File: src/rtl/pci_bus_arbiter.sv
// pci_bus_arbiter
// ----------------
// Central arbiter that shares one PCI bus between N_MASTERS bus masters.
// Requests are sampled every falling clock edge. Ownership rotates round-robin.
// A grant that is never used is revoked after TIMEOUT cycles if somebody else
// is waiting. An idle bus can be parked on PARK_MASTER.
//
// Ports
//   clk          bus clock; all state changes on the falling edge
//   rst          asynchronous active-high reset
//   req          active-low request, one bit per master
//   frame        active-low PCI FRAME#
//   irdy         active-low PCI IRDY#
//   gnt          active-low grant, one bit per master (at most one low)
//   owner        index of the current or last grant holder
//   bus_busy     high while the arbiter tracks a transaction (BUSY state)
//   timeout_evt  one-cycle pulse when an unused grant is revoked
//
// Handshake: a master owns the bus from the cycle its gnt bit is low. It keeps
// the bus for a whole transaction once it drives frame low, and releases it
// when frame and irdy are both sampled high. Moving a grant between two
// different masters always passes through one all-high turnaround cycle.
module pci_bus_arbiter #(
  parameter int N_MASTERS   = 4,
  parameter bit PARK_EN     = 1'b1,
  parameter int PARK_MASTER = 0,
  parameter int TIMEOUT     = 16
) (
  input  logic                 clk,
  input  logic                 rst,
  input  logic [N_MASTERS-1:0] req,
  input  logic                 frame,
  input  logic                 irdy,
  output logic [N_MASTERS-1:0] gnt,
  output logic [2:0]           owner,
  output logic                 bus_busy,
  output logic                 timeout_evt
);

  typedef enum logic [2:0] {
    ST_IDLE  = 3'd0,
    ST_PARK  = 3'd1,
    ST_GRANT = 3'd2,
    ST_BUSY  = 3'd3,
    ST_TURN  = 3'd4
  } state_t;

  localparam logic [2:0]           PARK_IDX = 3'(PARK_MASTER);
  localparam logic [2:0]           LAST_IDX = 3'(N_MASTERS - 1);
  localparam logic [7:0]           WAIT_MAX = 8'(TIMEOUT - 1);
  localparam logic [N_MASTERS-1:0] ALL_HIGH = '1;

  state_t     state;
  logic [2:0] rr_ptr;
  logic [7:0] wait_cnt;
  // Set while BUSY was entered by a transaction we never granted.
  logic       foreign;

  // Active-high request vector padded to 8 bits so any 3-bit index is legal.
  logic [7:0] req_act;
  logic       any_req;
  logic       owner_req;
  logic       other_req;
  logic       bus_idle;
  logic [2:0] winner;
  logic       found;
  logic [3:0] cand;

  // Result of a fresh arbitration, shared by IDLE, TURN and foreign BUSY exit.
  state_t                 arb_state;
  logic [2:0]             arb_owner;
  logic [N_MASTERS-1:0]   arb_gnt;
  logic [2:0]             arb_rr;

  function automatic logic [N_MASTERS-1:0] grant_vec(input logic [2:0] idx);
    logic [N_MASTERS-1:0] v;
    for (int k = 0; k < N_MASTERS; k++) begin
      v[k] = (3'(k) != idx);
    end
    return v;
  endfunction

  function automatic logic [2:0] next_idx(input logic [2:0] idx);
    return (idx == LAST_IDX) ? 3'd0 : idx + 3'd1;
  endfunction

  always_comb begin
    req_act                = '0;
    req_act[N_MASTERS-1:0] = ~req;
  end

  assign any_req   = |req_act;
  assign owner_req = req_act[owner];
  assign other_req = |(req_act & ~(8'd1 << owner));
  assign bus_idle  = frame & irdy;
  assign bus_busy  = (state == ST_BUSY);

  // Round-robin search upward from rr_ptr. rr_ptr and i are both below
  // N_MASTERS, so a single conditional subtract implements the wrap.
  always_comb begin
    winner = rr_ptr;
    found  = 1'b0;
    cand   = '0;
    for (int i = 0; i < N_MASTERS; i++) begin
      cand = {1'b0, rr_ptr} + 4'(i);
      if (cand >= 4'(N_MASTERS)) cand = cand - 4'(N_MASTERS);
      if (!found && req_act[cand[2:0]]) begin
        winner = cand[2:0];
        found  = 1'b1;
      end
    end
  end

  always_comb begin
    arb_state = ST_IDLE;
    arb_owner = owner;
    arb_gnt   = ALL_HIGH;
    arb_rr    = rr_ptr;
    if (any_req) begin
      arb_state = ST_GRANT;
      arb_owner = winner;
      arb_gnt   = grant_vec(winner);
      arb_rr    = next_idx(winner);
    end else if (PARK_EN) begin
      arb_state = ST_PARK;
      arb_owner = PARK_IDX;
      arb_gnt   = grant_vec(PARK_IDX);
    end
  end

  always_ff @(negedge clk or posedge rst) begin
    if (rst) begin
      state       <= ST_IDLE;
      gnt         <= ALL_HIGH;
      owner       <= '0;
      rr_ptr      <= '0;
      wait_cnt    <= '0;
      timeout_evt <= 1'b0;
      foreign     <= 1'b0;
    end else begin
      timeout_evt <= 1'b0;
      unique case (state)
        ST_IDLE, ST_TURN: begin
          if (!frame) begin
            state   <= ST_BUSY;
            foreign <= 1'b1;
            gnt     <= ALL_HIGH;
          end else begin
            state    <= arb_state;
            owner    <= arb_owner;
            gnt      <= arb_gnt;
            rr_ptr   <= arb_rr;
            wait_cnt <= '0;
            foreign  <= 1'b0;
          end
        end

        ST_PARK: begin
          if (!frame) begin
            state   <= ST_BUSY;
            foreign <= 1'b0;
          end else if (any_req && (winner != PARK_IDX)) begin
            state <= ST_TURN;
            gnt   <= ALL_HIGH;
          end else if (req_act[PARK_IDX]) begin
            // Park master asked for the bus it already holds: no turnaround.
            state    <= ST_GRANT;
            wait_cnt <= '0;
            rr_ptr   <= next_idx(PARK_IDX);
          end
        end

        ST_GRANT: begin
          if (!frame) begin
            state    <= ST_BUSY;
            foreign  <= 1'b0;
            wait_cnt <= '0;
          end else if (!owner_req) begin
            state <= ST_TURN;
            gnt   <= ALL_HIGH;
          end else if (wait_cnt == WAIT_MAX) begin
            // Counter saturates; only revoke when someone else is waiting.
            if (other_req) begin
              state       <= ST_TURN;
              gnt         <= ALL_HIGH;
              timeout_evt <= 1'b1;
            end
          end else begin
            wait_cnt <= wait_cnt + 8'd1;
          end
        end

        ST_BUSY: begin
          if (bus_idle) begin
            if (foreign) begin
              state    <= arb_state;
              owner    <= arb_owner;
              gnt      <= arb_gnt;
              rr_ptr   <= arb_rr;
              wait_cnt <= '0;
              foreign  <= 1'b0;
            end else if (other_req) begin
              state <= ST_TURN;
              gnt   <= ALL_HIGH;
            end else if (owner_req) begin
              // Same master wants it again: keep gnt low, skip turnaround.
              state    <= ST_GRANT;
              wait_cnt <= '0;
              rr_ptr   <= next_idx(owner);
            end else begin
              state <= ST_IDLE;
              gnt   <= ALL_HIGH;
            end
          end
        end

        default: begin
          state   <= ST_IDLE;
          gnt     <= ALL_HIGH;
          foreign <= 1'b0;
        end
      endcase
    end
  end

endmodule

File: config.mk
export PLATFORM = sky130hd
export DESIGN_NAME = pci_bus_arbiter
export DESIGN_NICKNAME = d
export VERILOG_FILES = /design/src/rtl/pci_bus_arbiter.sv
export SDC_FILE = /design/constraint.sdc
export NUM_CORES = 1
export LEC_CHECK = 0
export ABC_AREA = 0
export CAP_MARGIN = 10
export CORE_UTILIZATION = 64
export DETAILED_ROUTE_END_ITERATION = 16
export DONT_BUFFER_PORTS = 1
export MAX_ROUTING_LAYER = met4
export PLACE_DENSITY = 0.9
export SYNTH_ARGS = -nofsm -noshare
export SYNTH_HDL_FRONTEND = slang
export SYNTH_SLANG_ARGS = --single-unit
File: constraint.sdc
create_clock -name clk -period 5.6 [get_ports clk]
set_input_delay 1.12 -clock clk [delete_from_list [all_inputs] [get_ports clk]]
set_output_delay 1.12 -clock clk [all_outputs]
set_load 0.02 [all_outputs]
==> run metrics, run 1 <==
CP arrival 3.17 ns; Synth area leader dfrtn_1; # DRC 0; CTS Buf Count 3; fin. max-slew vios 0; TritonRoute pass-1 iters 7; root buffer cell clkbuf_4; status finished, violations left; Max Cap Viol 0; initial antenna violation count 0; Routed wire per std cell 18.9 microns; Final WS setup -0.200 ns; RR Endpoint rr_ptr[2]$_DFFE_NP0P_; share of layout cells above drive strength 1 0.246; first-pass GRT wire length 9.96 mm; area delta synth->final 17.2%; normalized max-slew margin 0.375; GPL Wtd Cong 0.985; post-DP HPWL 4.20 mm; # clock sinks 23; violated checks setup timing; I/O pins 17; R2R setup slack 1.54 ns; Post-DRT Antenna Nets 0; Max H-tree Level 1; Tightest Pin Transition 0.925 ns; setup_tns -1.55 ns; final cell count without fillers 324; VDD IR-drop max 0.435 mV; overflow left after global routing 0; R2R Path Start rr_ptr[0]$_DFFE_NP0P_; FFs w/ async S/R, synth 1.00; Via density 6.88; Gate Count Post-Synth 262; final setup vio count 15; die height 59.6 microns; Overall Global Routing Usage 0.393; post-synthesis register bit count 23; r2r worst-path depth 13; main flop type after synthesis dfrtn_1; Yosys top cell area share 0.224; RSZ-0062 raised after global routing yes; Worst Hold Class register to register; TritonCTS clock tree done; leak pwr 1.12 nW; starting density of the core 0.684; vias 2,229; critical path class input port to register; clock transition at the registers of the reported paths 0.09 ns; placed cells 313; # port buffers 0; Syn Std Cell Area 0.00212 sq mm; Unique masters post-synth 59; core area 0.00310 sq mm; Avg Inst Size Synth 8.10 sq um; Hold Path Depth 2; register area share after synthesis 0.274; CTS Buffer Depth 2; Hold Path End wait_cnt[7]$_DFFE_NP0P_; final hold violations 0; clock latency on the worst-skew pair 0.38 ns; nature of the critical path endpoint register; CP Launch Type input port; vias in the first global route 2,058; routed wire length 6.12 mm; skew final 0.0639 ns; row count 20; Final Net Count 300; Synth Net Count 281; antenna cell count 0; Worst Path Required 2.97 ns; synth top area cells dfrtn_1 22%, ha_1 6.5%, dfstp_2 5.0%; worst-path fanout max 12; pin count of the biggest net entering global routing 24; die area 0.00355 sq mm; DP Worst Slack -0.702 ns; EDFF count, synth 0; Pwr Density 626 mW/mm^2; die width 59.6 microns; final core utilization 0.801; min-delay src wait_cnt[7]$_DFFE_NP0P_; synth warn 0; Initial DRC Count 262
-- cell usage in the layout (no fill, tap or decap), types with 4 or more instances in the layout --
master / n
mux2i_1: 7
nor2b_1: 9
nand3_1: 10
a21oi_1: 12
mux2_2: 4
nand2_1: 28
nand2b_1: 5
and3_1: 6
nor3_1: 6
nor4_1: 5
a211o_1: 5
dfrtn_1: 19
dfstp_2: 4
nor2_1: 18
ha_1: 10
o21ai_0: 12
inv_1: 16
buf_4: 28
a31oi_1: 4
-- critical path, stage by stage --
cell    delay (ns)
mux4_2        0.48
or2_1         0.26
o31a_1        0.32
or3b_4        0.38
or3_4         0.40
a32o_1        0.21
-- Yosys cell counts, types with 4 or more instances --
cell type and number:
inv_1 13, nor4_1 5, nor3b_1 4, nor2b_1 9
mux2i_1 7, nor2_1 18, mux2_2 7, dfstp_2 4
nand3_1 10, a211o_1 5, clkbuf_1 16, dfrtn_1 19
nand2_1 28, nor3_1 6, a31oi_1 5, o31ai_1 5
ha_1 11, o21ai_0 18, a21oi_1 13, and3_1 6
nand2b_1 5
-- per-stage QoR --
| stage | hold WS (ns) | instance area, sq um | total power (W) |
|---|---|---|---|
| final | 0.484 | 2490 | 0.00156 |
| after global routing | 0.508 | 2490 | 0.00167 |
| after CTS | 0.484 | 2440 | 0.00145 |
| after detailed placement | 0.470 | 2310 | 0.00127 |
| after global placement | 0.444 | 2310 | 0.00123 |
| after floorplan | 0.430 | 2190 | 0.000951 |
-- registers in the layout, indices dropped and copies added (netlist names) --
name and cells:
wait_cnt 8, gnt 4, owner 3, timeout_evt 1
state 3, foreign 1, rr_ptr 3
-- metal layers --
metal / up-vias / global-route usage / share of wire
met5: - / - / 0
met4: 0 / 0.189 / 0.046
met3: 44 / 0.0742 / 0.10
met2: 157 / 0.599 / 0.46
met1: 1030 / 0.500 / 0.39
li1: 998 / - / -
-- where the power goes --
part	total (W)	switching, W	internal, W
Clock	0.0000904	0.0000605	0.0000299
Sequential	0.000317	0.0000980	0.000219
Combinational	0.00115	0.000606	0.000543
Total	0.00156	0.000765	0.000792
-- kinds of logic (layout without fill, tap and decap cells) --
group,Yosys count,in the layout,share of synthesized area
AO/OA/AOI/OAI,73,73,0.232
multiplexers,16,16,0.0932
XOR/XNOR,1,1,0.00413
buffers and inverters,31,49,0.0584
adder cells (fa/ha/maj),11,11,0.0649
AND/OR/NAND/NOR,107,107,0.274
flip-flops,23,23,0.274
-- cell type report --
cell class,count,area (sq um)
well taps,44,55.1
clock inverters,5,18.8
clock buffers,3,22.5
repair buffers,28,210
fillers,213,617
flip-flops and latches,23,581
inverters,13,48.8
multi-input cells,208,1550
-- timing repair --
| item | 4_1_cts | 5_1_grt |
|---|---|---|
| pin swaps | 13 | 4 |
| setup endpoints to repair | 17 | 17 |
| gates resized for setup | 18 | 6 |
| setup buffers | 5 | 1 |
| hold buffers | 0 | 0 |
-- worst max path at each step --
stage	startpoint	to	slack (ns)
CTS	req[0]	rr_ptr[2]$_DFFE_NP0P_	-0.21
floorplan	req[0]	wait_cnt[3]$_DFFE_NP0P_	-0.74
global route	req[0]	rr_ptr[2]$_DFFE_NP0P_	-0.26
finish	req[3]	rr_ptr[2]$_DFFE_NP0P_	-0.20
global placement	req[0]	wait_cnt[3]$_DFFE_NP0P_	-0.57
detailed placement	req[0]	wait_cnt[4]$_DFFE_NP0P_	-0.70
No activity file was read; power rests on OpenSTA's default activity.
==> run 2: changes to the inputs <==
Settings changed: PLACE_DENSITY 0.9 to 0.8.
==> run 2 against run 1 <==
Net effect:
- critical path depth rose by 4
- critical path type unchanged
- die area is the same
- total power decreased by 4.2%
- largest cell class unchanged
- final area grew 0.45%
- register-to-register slack gained 0.11 ns
- sequential cell count stayed put
- combinational power decreased by 6%
- worst hold slack got worse by 0.0074 ns
- first-iteration DRC count down 23%
- critical endpoint unchanged
- largest power group unchanged
- the flow still finishes with violations (setup timing)
- global-route usage is 4.2 points lower
==> run metrics, run 2 (synthesis results as in run 1) <==
GPL Wtd Cong 0.914; status finished, violations left; Initial DRC Count 202; core area 0.00310 sq mm; Filler Cell Count 235; Overall Global Routing Usage 0.350; Post-DRT Antenna Nets 0; wire length on met2 2.62 mm; # clock sinks 23; violated checks setup timing; nature of the critical path endpoint register; Worst Path Required 2.97 ns; Most flops, register wait_cnt; RSZ-0062 raised after global routing yes; critical path launch point req[0]; Routed wire per std cell 17.1 microns; R2R Path Start rr_ptr[0]$_DFFE_NP0P_; # DRC 0; TritonRoute pass-1 iters 5; VDD IR-drop max 0.360 mV; M1 WL 2.54 mm; clock latency on the worst-skew pair 0.38 ns; Pwr Density 597 mW/mm^2; CP arrival 3.15 ns; setup_tns -1.48 ns; RR Endpoint rr_ptr[2]$_DFFE_NP0P_; normalized max-slew margin 0.379; Internal 0.000779 W; Flop pwr share 0.211; TritonCTS clock tree done; min-delay src wait_cnt[7]$_DFFE_NP0P_; CTS Buf Count 3; antenna cell count 0; CTS Hold Bufs 0; Design Area, Final 0.00250 sq mm; # port buffers 0; leak pwr 1.12 nW; dpl cell area 0.00232 sq mm; overflow left after global routing 0; final hold violations 0; commonest cells after routing, fill and taps aside 28 x buf_4, 26 x nand2_1, 19 x dfrtn_1; die width 59.6 microns; share of layout cells above drive strength 1 0.259; Tightest Pin Transition 0.918 ns; crit path to rr_ptr[2]$_DFFE_NP0P_; Max H-tree Level 1; switching share of power 0.478; placed cells 314; first-pass GRT wire length 9.04 mm; slowest library cell on the worst path mux4_2; top sig layer met4; die height 59.6 microns; sw power 0.000712 W; DR WL met3 296 microns; clock transition at the registers of the reported paths 0.09 ns; critical path class input port to register; max reg flops 8; biggest regs wait_cnt (8), gnt (4); CP Launch Type input port; leading cell type in the layout, fill and taps excluded buf_4; CTS Buffer Depth 2; final setup vio count 14; die area 0.00355 sq mm; pin count of the biggest net entering global routing 24; root buffer cell clkbuf_4; Final WS setup -0.176 ns; Final Net Count 302; number of cells on the critical path 10; r2r worst-path depth 13; worst path buffer plus inverter count 0; Worst path top cell family by delay compound AO/OA/AOI/OAI gates; critical path's largest stage delay 0.51 ns; Via density 6.33; critical-path cell list mux4_2, a31oi_4, a221oi_2, xnor2_1, ha_2, o21ai_2, nand2_2, o31ai_4, or3_4, a32o_1; area delta synth->final 17.7%; Combinational Power Share 0.728; fin. max-slew vios 0; I/O pins 17; initial antenna violation count 0; skew final 0.0680 ns; starting density of the core 0.684; vias 2,062; worst-path fanout max 11; row count 20; Max Cap Viol 0; final cell count without fillers 326; vias in the first global route 1,880; routed wire length 5.58 mm; clock power share 0.061; post-DP HPWL 3.76 mm; R2R setup slack 1.65 ns; Worst Hold Class register to register
-- run 2: cell count changes in the layout (fill, tap and decap cells not counted), moves of 2 or more --
cell and delta:
buf_6 +2, mux2_2 +2, mux2_4 -2, nand2_1 -2, nand2_2 +2
-- run 2: metrics by stage --
step                total power (W)  hold slack [ns]   util  setup slack (ns)
floorplan                  0.000951            0.430      -            -0.741
global placement            0.00123            0.450  0.748            -0.580
detailed placement          0.00124            0.459  0.748            -0.657
CTS                         0.00144            0.473  0.796            -0.174
global route                0.00160            0.494  0.805            -0.238
finish                      0.00149            0.477  0.805            -0.176
-- run 2: timing repair --
item | 4_1_cts | 5_1_grt
buffers inserted | 6 | 2
endpoints found under the setup margin | 17 | 16
pin swaps | 10 | 6
resized for setup | 20 | 8
-- run 2: worst min-delay path, stage by stage, from the launching register on --
cell	delay, ns
dfrtn_1	0.38
nand2_1	0.07
o22a_1	0.13
-- run 2: per-layer routing --
layer | global-route usage | vias to the layer above
li1 | - | 1005
met1 | 0.464 | 979
met2 | 0.560 | 66
met3 | 0.0524 | 12
met4 | 0.0930 | 0
met5 | - | -
-- run 2: how the worst min path moves through the flow --
stage                              endpoint  cells past startpoint
global route        wait_cnt[7]$_DFFE_NP0P_                      1
CTS                 wait_cnt[7]$_DFFE_NP0P_                      2
floorplan           wait_cnt[7]$_DFFE_NP0P_                      2
finish              wait_cnt[7]$_DFFE_NP0P_                      2
detailed placement  wait_cnt[7]$_DFFE_NP0P_                      2
global placement    wait_cnt[7]$_DFFE_NP0P_                      2
-- run 2: final cells by class --
type / count / area (sq um) / share of cell area
multi-input cells: 208 / 1540 / 0.616
well taps: 44 / 55.1 / 0.0220
inverters: 13 / 48.8 / 0.0195
flip-flops and latches: 23 / 581 / 0.232
clock buffers: 4 / 26.3 / 0.0105
repair buffers: 30 / 233 / 0.0932
clock inverters: 4 / 15.0 / 0.00601
-- run 2: power groups by stage --
stage | Combinational, W | Clock (W) | Sequential (W)
after global routing | 0.00118 | 0.0000979 | 0.000324
after floorplan | 0.000668 | 0.00000556 | 0.000277
final | 0.00108 | 0.0000914 | 0.000314
after CTS | 0.00104 | 0.0000916 | 0.000312
after detailed placement | 0.000924 | 0.00000556 | 0.000314
after global placement | 0.000916 | 0.00000556 | 0.000313
